===== config.mk =====
export PLATFORM = sky130hd
export DESIGN_NAME = rgb_gray_pipe_flat
export DESIGN_NICKNAME = d
export VERILOG_FILES = /design/src/rtl/gray_pkg.sv /design/src/rtl/rgb_gray_pipe_if.sv /design/src/rtl/gray_coef_mul.sv /design/src/rtl/rgb_gray_pipe.sv /design/src/flat_wrapper.sv
export SDC_FILE = /design/constraint.sdc
export NUM_CORES = 1
export LEC_CHECK = 0
export ABC_AREA = 1
export CORE_ASPECT_RATIO = 0.6
export CORE_UTILIZATION = 40
export CTS_CLUSTER_DIAMETER = 40
export DETAILED_ROUTE_END_ITERATION = 7
export PLACE_DENSITY_LB_ADDON = 0.12
export SLEW_MARGIN = 25
export SYNTH_ARGS = -nofsm -noshare
export SYNTH_HDL_FRONTEND = slang
export SYNTH_SLANG_ARGS = --single-unit

===== constraint.sdc =====
create_clock -name CLK -period 5.55 [get_ports CLK]
set_input_delay 1.11 -clock CLK [delete_from_list [all_inputs] [get_ports CLK]]
set_output_delay 1.11 -clock CLK [all_outputs]
set_load 0.02 [all_outputs]

===== src/rtl/gray_pkg.sv =====
// Shared mode encoding, default weights and rounding helper for the RGB-to-gray pipeline.
package gray_pkg;

   typedef enum logic [1:0] {
      GRAY_LUMA  = 2'd0,
      GRAY_AVG   = 2'd1,
      GRAY_MAX   = 2'd2,
      GRAY_GREEN = 2'd3
   } gray_mode_e;

   localparam int          DEF_CH_W     = 8;
   localparam int          DEF_COEF_W   = 16;
   localparam int          DEF_CNT_W    = 24;
   // BT.601 luma weights in Q0.16; the three sum to exactly 1.0.
   localparam logic [15:0] DEF_COEF_R   = 16'h4C8B;
   localparam logic [15:0] DEF_COEF_G   = 16'h9646;
   localparam logic [15:0] DEF_COEF_B   = 16'h1D2F;
   localparam logic [15:0] DEF_COEF_AVG = 16'h5556;

   // Half an LSB of the integer result, added before truncation to round to nearest.
   function automatic int unsigned round_const(input int unsigned coef_w);
      return 32'd1 << (coef_w - 1);
   endfunction

endpackage


===== src/rtl/rgb_gray_pipe_if.sv =====
// Pixel stream bundle: RGB input side and gray output side, each with valid/ready.
interface rgb_gray_pipe_if
   import gray_pkg::*;
#(
   parameter int CH_W = DEF_CH_W
);
   logic              in_valid;
   logic              in_ready;
   logic [3*CH_W-1:0] in_data;
   logic              in_last;
   gray_mode_e        mode;
   logic              out_valid;
   logic              out_ready;
   logic [CH_W-1:0]   out_data;
   logic              out_last;

   modport master (
      output in_valid, in_data, in_last, mode, out_ready,
      input  in_ready, out_valid, out_data, out_last
   );

   modport slave (
      input  in_valid, in_data, in_last, mode, out_ready,
      output in_ready, out_valid, out_data, out_last
   );
endinterface


===== src/rtl/gray_coef_mul.sv =====
// Registered unsigned channel x coefficient multiplier; holds its product while en is low.
module gray_coef_mul #(
   parameter int A_W = 8,
   parameter int B_W = 16
) (
   input  logic               CLK,
   input  logic               en,
   input  logic [A_W-1:0]     a,
   input  logic [B_W-1:0]     b,
   output logic [A_W+B_W-1:0] p
);
   // NOTE: datapath register with no reset; the pipeline valid bits decide whether it means anything.
   always_ff @(posedge CLK) begin
      if (en) p <= (A_W+B_W)'(a) * (A_W+B_W)'(b);
   end
endmodule


===== src/rtl/rgb_gray_pipe.sv =====
// Three-stage RGB-to-gray converter with per-pixel mode, frame-end sideband and output pixel counter.
// All stages advance together; a held output freezes the whole pipe (bubbles are kept).
module rgb_gray_pipe
   import gray_pkg::*;
#(
   parameter int                CH_W     = DEF_CH_W,
   parameter int                COEF_W   = DEF_COEF_W,
   parameter logic [COEF_W-1:0] COEF_R   = DEF_COEF_R,
   parameter logic [COEF_W-1:0] COEF_G   = DEF_COEF_G,
   parameter logic [COEF_W-1:0] COEF_B   = DEF_COEF_B,
   parameter logic [COEF_W-1:0] COEF_AVG = DEF_COEF_AVG,
   parameter int                CNT_W    = DEF_CNT_W
) (
   input  logic             CLK,
   input  logic             Clear,
   rgb_gray_pipe_if.slave   bus,
   input  logic             count_clr,
   output logic [CNT_W-1:0] pix_count
);
   localparam int                PROD_W = CH_W + COEF_W;
   localparam int                ACC_W  = PROD_W + 2;
   localparam logic [ACC_W-1:0]  RND    = ACC_W'(round_const(COEF_W));
   localparam logic [CH_W-1:0]   Y_MAX  = '1;

   logic              adv;
   logic              s1_valid, s1_last;
   logic [CH_W-1:0]   s1_r, s1_g, s1_b;
   gray_mode_e        s1_mode;
   logic [COEF_W-1:0] coef_r, coef_g, coef_b;
   logic [CH_W-1:0]   max_rg, pick;
   logic              s2_valid, s2_last;
   gray_mode_e        s2_mode;
   logic [CH_W-1:0]   s2_pick;
   logic [PROD_W-1:0] prod_r, prod_g, prod_b;
   logic [ACC_W-1:0]  acc, y_full;
   logic [CH_W-1:0]   y;
   logic              out_valid_q, out_last_q;
   logic [CH_W-1:0]   out_data_q;

   assign adv           = ~out_valid_q | bus.out_ready;
   assign bus.in_ready  = adv;
   assign bus.out_valid = out_valid_q;
   assign bus.out_data  = out_data_q;
   assign bus.out_last  = out_last_q;

   // NOTE: sequential state uses <= so each stage samples its upstream neighbour's pre-edge value.
   always_ff @(posedge CLK or posedge Clear) begin
      if (Clear) begin
         s1_valid    <= 1'b0;
         s2_valid    <= 1'b0;
         out_valid_q <= 1'b0;
         out_last_q  <= 1'b0;
         out_data_q  <= '0;
      end else if (adv) begin
         s1_valid    <= bus.in_valid;
         s2_valid    <= s1_valid;
         out_valid_q <= s2_valid;
         out_last_q  <= s2_valid & s2_last;
         if (s2_valid) out_data_q <= y;
      end
   end

   always_ff @(posedge CLK) begin
      if (adv) begin
         {s1_r, s1_g, s1_b} <= bus.in_data;
         s1_mode            <= bus.mode;
         s1_last            <= bus.in_last;
         s2_mode            <= s1_mode;
         s2_last            <= s1_last;
         s2_pick            <= pick;
      end
   end

   // Average mode scales each channel by 1/3 in its own lane, which equals (R+G+B)*COEF_AVG exactly.
   // NOTE: every always_comb output is assigned a default first, so no path can infer a latch.
   always_comb begin
      coef_r = COEF_R;
      coef_g = COEF_G;
      coef_b = COEF_B;
      if (s1_mode == GRAY_AVG) begin
         coef_r = COEF_AVG;
         coef_g = COEF_AVG;
         coef_b = COEF_AVG;
      end
      max_rg = (s1_r > s1_g) ? s1_r : s1_g;
      pick   = s1_g;
      if (s1_mode == GRAY_MAX) pick = (max_rg > s1_b) ? max_rg : s1_b;
   end

   gray_coef_mul #(.A_W(CH_W), .B_W(COEF_W)) u_mul_r (
      .CLK(CLK), .en(adv), .a(s1_r), .b(coef_r), .p(prod_r)
   );
   gray_coef_mul #(.A_W(CH_W), .B_W(COEF_W)) u_mul_g (
      .CLK(CLK), .en(adv), .a(s1_g), .b(coef_g), .p(prod_g)
   );
   gray_coef_mul #(.A_W(CH_W), .B_W(COEF_W)) u_mul_b (
      .CLK(CLK), .en(adv), .a(s1_b), .b(coef_b), .p(prod_b)
   );

   always_comb begin
      acc    = ACC_W'(prod_r) + ACC_W'(prod_g) + ACC_W'(prod_b) + RND;
      y_full = acc >> COEF_W;
      y      = (|y_full[ACC_W-1:CH_W]) ? Y_MAX : y_full[CH_W-1:0];
      if (s2_mode == GRAY_MAX || s2_mode == GRAY_GREEN) y = s2_pick;
   end

   // A clear wins over a simultaneous transfer.
   always_ff @(posedge CLK or posedge Clear) begin
      if (Clear)                             pix_count <= '0;
      else if (count_clr)                    pix_count <= '0;
      else if (out_valid_q & bus.out_ready)  pix_count <= pix_count + CNT_W'(1);
   end
endmodule


===== src/flat_wrapper.sv =====
// flat-port wrapper written by rule: the top's interface ports become plain ports
module rgb_gray_pipe_flat import gray_pkg::*;
#(
   parameter int                CH_W     = DEF_CH_W,
   parameter int                COEF_W   = DEF_COEF_W,
   parameter logic [COEF_W-1:0] COEF_R   = DEF_COEF_R,
   parameter logic [COEF_W-1:0] COEF_G   = DEF_COEF_G,
   parameter logic [COEF_W-1:0] COEF_B   = DEF_COEF_B,
   parameter logic [COEF_W-1:0] COEF_AVG = DEF_COEF_AVG,
   parameter int                CNT_W    = DEF_CNT_W
)
  (CLK, Clear, count_clr, pix_count, bus_in_valid, bus_in_data, bus_in_last, bus_mode, bus_out_ready, bus_in_ready, bus_out_valid, bus_out_data, bus_out_last);
  rgb_gray_pipe_if #(.CH_W(CH_W)) bus_i ();
  input  logic CLK;
  input  logic Clear;
  input  logic count_clr;
  output logic [CNT_W-1:0] pix_count;
  input wire logic [$bits(bus_i.in_valid)-1:0] bus_in_valid;
  input wire logic [$bits(bus_i.in_data)-1:0] bus_in_data;
  input wire logic [$bits(bus_i.in_last)-1:0] bus_in_last;
  input wire logic [$bits(bus_i.mode)-1:0] bus_mode;
  input wire logic [$bits(bus_i.out_ready)-1:0] bus_out_ready;
  output wire logic [$bits(bus_i.in_ready)-1:0] bus_in_ready;
  output wire logic [$bits(bus_i.out_valid)-1:0] bus_out_valid;
  output wire logic [$bits(bus_i.out_data)-1:0] bus_out_data;
  output wire logic [$bits(bus_i.out_last)-1:0] bus_out_last;
  assign bus_i.in_valid = bus_in_valid;
  assign bus_i.in_data = bus_in_data;
  assign bus_i.in_last = bus_in_last;
  assign bus_i.mode = bus_mode;
  assign bus_i.out_ready = bus_out_ready;
  assign bus_in_ready = bus_i.in_ready;
  assign bus_out_valid = bus_i.out_valid;
  assign bus_out_data = bus_i.out_data;
  assign bus_out_last = bus_i.out_last;
  rgb_gray_pipe #(.CH_W(CH_W), .COEF_W(COEF_W), .COEF_R(COEF_R), .COEF_G(COEF_G), .COEF_B(COEF_B), .COEF_AVG(COEF_AVG), .CNT_W(CNT_W)) u_core (.CLK(CLK), .Clear(Clear), .bus(bus_i), .count_clr(count_clr), .pix_count(pix_count));
endmodule

[Word-level counts from Yosys, hierarchy flattened]
Index checks and enable logic that the tools add are counted.
W data, S select, Z words.
Storage, ports and cells
  flip-flop bits (word level): 146
  input port bits: 32
  output and inout port bits: 35
  word-level logic and storage cells: 48
Cells by class
  $add $sub $neg: 4
  $mul: 3
  $lt $le $gt $ge: 2
  eq/ne operators: 4
  muxes and demuxes: 10
  bitwise gates (word level): 4
  reduce and logical (&&, ||, !) cells: 4
Operator list (number)
  $mux W24: 2
  $mul A8 B15 Y23: 2
  $mux W8: 5
  $add A26 B16 Y26 const B: 1
  $add A26 B24 Y26: 1
  $add A24 B24 Y25: 1
  $add A24 B1 Y24 const B: 1
  $mul A8 B16 Y24: 1
  $gt A8 B8 Y1: 2
  $mux W16: 1
  $mux W15: 1
  $mux W13: 1
  $eq A2 B2 Y1 const B: 3
  $and A1 B1 Y1: 2
  $eq A2 B1 Y1 const B: 1
  $reduce_and A2 Y1: 1
  $reduce_bool A2 Y1: 1
  $reduce_or A2 Y1: 1
  $logic_or A1 B1 Y1: 1
  $not A1 Y1: 1
  $or A1 B1 Y1: 1

[Longest topological paths before layout]
Gate-level depths: netlist of run 1.
  depth after elaboration: 6
  depth in mapped cells: 27
  depth with buffers taken out: 26

[Cells and area by module]
A second synthesis of run 1 with hierarchy kept.
Second synthesis, totals
  cell total of the unflattened synthesis: 3076
  area, all modules: 22384.0 µm²
By module, submodules not included
  rgb_gray_pipe: instances 1, cells each 828, area an instance 6154.7 µm²
  gray_coef_mul (u_core.u_mul_g): instances 1, cells each 748, area an instance 5434.0 µm²
  gray_coef_mul (u_core.u_mul_r): instances 1, cells each 752, area an instance 5432.7 µm²
  gray_coef_mul (u_core.u_mul_b): instances 1, cells each 748, area an instance 5362.6 µm²

[Worst setup path after synthesis of run 1]
Ideal clock, no wire load.
  kind: flip-flop to flip-flop
  start point: register u_core.s1_mode[1]
  end point: register u_core.u_mul_b.p[15] (data pin)
  data arrival time: 4522 ps
  data required time: 5291 ps
  setup slack: 769 ps
  cell stages (with the launch flop): 21
  path buffers: 2
  clock period less this slack: 4781 ps
  cell sequence: edfxtp_1 > nor2_1 > clkbuf_1 > clkbuf_1 > nor2_1 > fa_1 > inv_1 > fa_1 > fa_1 > inv_1 > fa_1 > ha_1 > inv_1 > o21bai_1 > inv_1 > o21ai_0 > a21oi_1 > o21ai_0 > nand3_1 > nand2_1 > xor2_1
Between the ends
  word-level cells in the longest chain between the ends: 3
Ends and longest elaborated chain
  start: declaration: line rgb_gray_pipe.sv:28  | gray_mode_e s1_mode;
  start signal: assignment: line rgb_gray_pipe.sv:66  | s1_mode <= bus.mode;
  $eq A2 B1 Y1: line rgb_gray_pipe.sv:80  | if (s1_mode == GRAY_AVG) begin
  $mux W15: line rgb_gray_pipe.sv:80
  $mul A8 B15 Y23: line gray_coef_mul.sv:14  | if (en) p <= (A_W+B_W)'(a) * (A_W+B_W)'(b);
  end signal: assignment: line gray_coef_mul.sv:14
  end: declaration: line gray_coef_mul.sv:10  | output logic [A_W+B_W-1:0] p
No other way between the ends.
A chain may end at the register's enable or synchronous reset.

[Final worst setup path of run 1]
  start point: register u_core.s1_mode[0]
  end point: register u_core.u_mul_b.p[20] (data pin)
Same word-level chain as after synthesis.

==> reports/results.ini, run 1 <==
[clock_tree]
cts_buffers=17
cts-root-buf=clkbuf_16
cts.sinks=142
clock_path_buffers=2
cts_max_level=4
cts_tree=built
clk_latency_ps=460
clkTransAtPathRegs_ps=70
holdBufCountCts=0

[synth]
synth_cells=1960
yosysSeqAreaShare_pct=24.5
syn_area_per_cell_um2=8.51
yosys.area.top_type=ha_1
synth_cell_type_count=54
ys_ff_latch=142
ys.flop_type=edfxtp_1
ys_warn_count=0
async_flop_share_pct=25.4
synthTopCellsByArea=ha_1 (20%), edfxtp_1 (19%), fa_1 (16%), inv_1 (9.3%), nand2_1 (7.2%)
netlist_area_um2=16700
synth_edf_count=106
yosys.area.top_type_share_pct=19.8

[sta]
setup_viol=0
hold_viol_final=0
fin_crit_sh_pct=93.0
slew_viol_final=0
worstMarginPinSlew_ps=870
max_slew_margin_pct=41.6
rsz0062_at_grt=false
final.min_clock_period_ps=5160
worst_clock_skew_ps=16.2
fmax_mhz=194
setup_tns_ps=0

[drt]
num_vias=12745
wl_met1_um=27200
viasPerCell=4.86
dr.pass1.iters=6
top_layer_used=met4
detail-route-antenna-nets=0
wl_met3_um=3080
wl_per_cell_um=17.8
wirelength_um=46600
drtIter0Drc=1130
met2_length_um=16000
drc=0

[cells_and_area]
multi_input_area_um2=11000
seqCellArea_um2=4080
antenna_cells=0
stdcell_count=2622
final_common_cell=inv_1
fill_cells=4046
drive_gt1_share_pct=4.12
fin_util_pct=45.8
final_nets=2481
area_growth_pct=11.9
final_cell_mix=inv_1 (414), nand2_1 (321), ha_1 (264)

[floorplan]
dieHeight_um=160
rows=57
start_util_pct=40.9
num_io_pins=67
chipWidth_um=266
die-area_um2=42500
placeableCoreArea_um2=40800

[placement]
dp_cells=2590
dp_hpwl_um=39900
portBuffers=66
gp_congestion=0.955

[setup_path]
end_kind=register
crit_path_max_incr_delay_ps=560
critPathLaunchType=register
cp_cell_sequence=inv_1, nor2_2, buf_4, nor2_1, inv_1, fa_1, fa_1, inv_1, fa_1, inv_1, fa_1, inv_1, ha_1, nand2_1, inv_1, a21oi_1, o21ai_1, nand3_1, nand2_1, a21oi_1, xor2_1
crit_top_cell=inv_1
path_max_fanout=28
worstPathArrival_ps=5350
cp_slowest_cell=fa_1
criticalPathCategory=register to register
crit_required_ps=5730

[global_route]
track_usage_pct=22.6
grt_pass1_wl_um=72400
grt_overflow=0
grt_max_degree=49
antenna_found_initial=1
grt_pass1_vias=12241

[status]
status=finished, final reports clean

[min_path]
hold_path_class=register to register

[flow_run]
drv_cap=0

[Yosys cell counts (14+ instances only)]
master / instances
nor3_1: 14
fa_1: 136
nand3_1: 61
inv_1: 414
clkbuf_1: 16
xnor2_1: 26
edfxtp_1: 106
xor2_1: 49
dfrtp_1: 36
o21ai_0: 89
ha_1: 264
nand4_1: 25
a21oi_1: 133
nand2_1: 322
nor2_1: 153
[state kept, by name (all words and copies together) (netlist names), 2 cells and up]
signal and flops:
u_core.s1_b 8, u_core.bus.out_data 8, u_core.s1_mode 2, u_core.s1_g 8, u_core.s1_r 8, u_core.s2_pick 8, u_core.u_mul_r.p 23, u_core.pix_count 24
u_core.u_mul_b.p 23, u_core.u_mul_g.p 23
[final cells by class]
cell class,count,share of cell area [%]
Clock buffer,18,2.41
Inverter,419,8.43
Multi-Input combinational cell,1391,58.7
Tap cell,560,3.75
Clock inverter,14,0.818
Timing Repair Buffer,78,4.02
Sequential cell,142,21.9
[per-stage QoR]
stage                     hold WS, ps  area, µm²  worst slack [ps]
after floorplan                   400      16700               769
after global placement            405      18100               541
after detailed placement          422      18100               406
after CTS                         425      18700               410
after global routing              442      18700              43.0
final                             430      18700               387
[critical path: cells and delay by family, from the launching register on]
family	cells	cell delay (ps)
DFF	1	360
xor gates and xnor gates	1	150
buffers and inverters	7	640
and+or+nand+nor	5	810
adders and majority gates	5	2410
AOI/OAI and AO/OA	3	500
[per-layer routing]
layer / GRT usage, % / up-vias
li1: - / 6503
met1: 39.5 / 5896
met2: 27.2 / 324
met3: 4.33 / 22
met4: 3.61 / 0
met5: 0 / -
[cell families (layout without fill, tap and decap cells)]
| kind of cell | count (synthesis) | in the layout | synth area share (%) |
|---|---|---|---|
| AO/OA/AOI/OAI | 283 | 283 | 9.35 |
| other | 2 | 16 | 0.0450 |
| multiplexers | 1 | 1 | 0.0675 |
| flip-flops | 142 | 142 | 24.5 |
| buffers and inverters | 441 | 529 | 10.2 |
| AND/OR/NAND/NOR | 616 | 616 | 15.8 |
| XOR/XNOR | 75 | 75 | 3.94 |
| adder cells (fa/ha/maj) | 400 | 400 | 36.1 |
[worst paths after layout]
| check | start | endpoint | slack [ps] | cells after the start |
|---|---|---|---|---|
| hold reg to reg | u_core.s1_last | u_core.s2_last | 430 | 0 |
| setup / recovery | u_core.s1_mode[0] | u_core.u_mul_b.p[20] | 390 | 21 |
| max in group asynchronous | Clear | u_core.pix_count[2] | 4130 | 3 |
| setup reg to reg | u_core.s1_mode[0] | u_core.u_mul_b.p[20] | 390 | 21 |
| min in group asynchronous | Clear | u_core.pix_count[8] | 1070 | 3 |
| hold / removal | u_core.s1_last | u_core.s2_last | 430 | 0 |
[what timing repair did]
action	4_1_cts	5_1_grt
resized for setup	0	1
setup endpoints to repair	0	1
setup buffers	0	0
Power of run 1 is left out: the tool's default activity adds up to more than one toggle a clock period on the data nets, which glitch-free logic cannot reach.
==> run 2, diff against run 1 <==
--- a/config.mk
+++ b/config.mk
@@ -9,6 +9,7 @@
 export CORE_ASPECT_RATIO = 0.6
 export CORE_UTILIZATION = 40
 export CTS_CLUSTER_DIAMETER = 40
+export CTS_CLUSTER_SIZE = 24
 export DETAILED_ROUTE_END_ITERATION = 7
 export PLACE_DENSITY_LB_ADDON = 0.12
 export SLEW_MARGIN = 25
==> results of run 2 <==
No change in the layout: final DEF, timing and power equal those of run 1.
Power of run 2 is left out for the same reason.
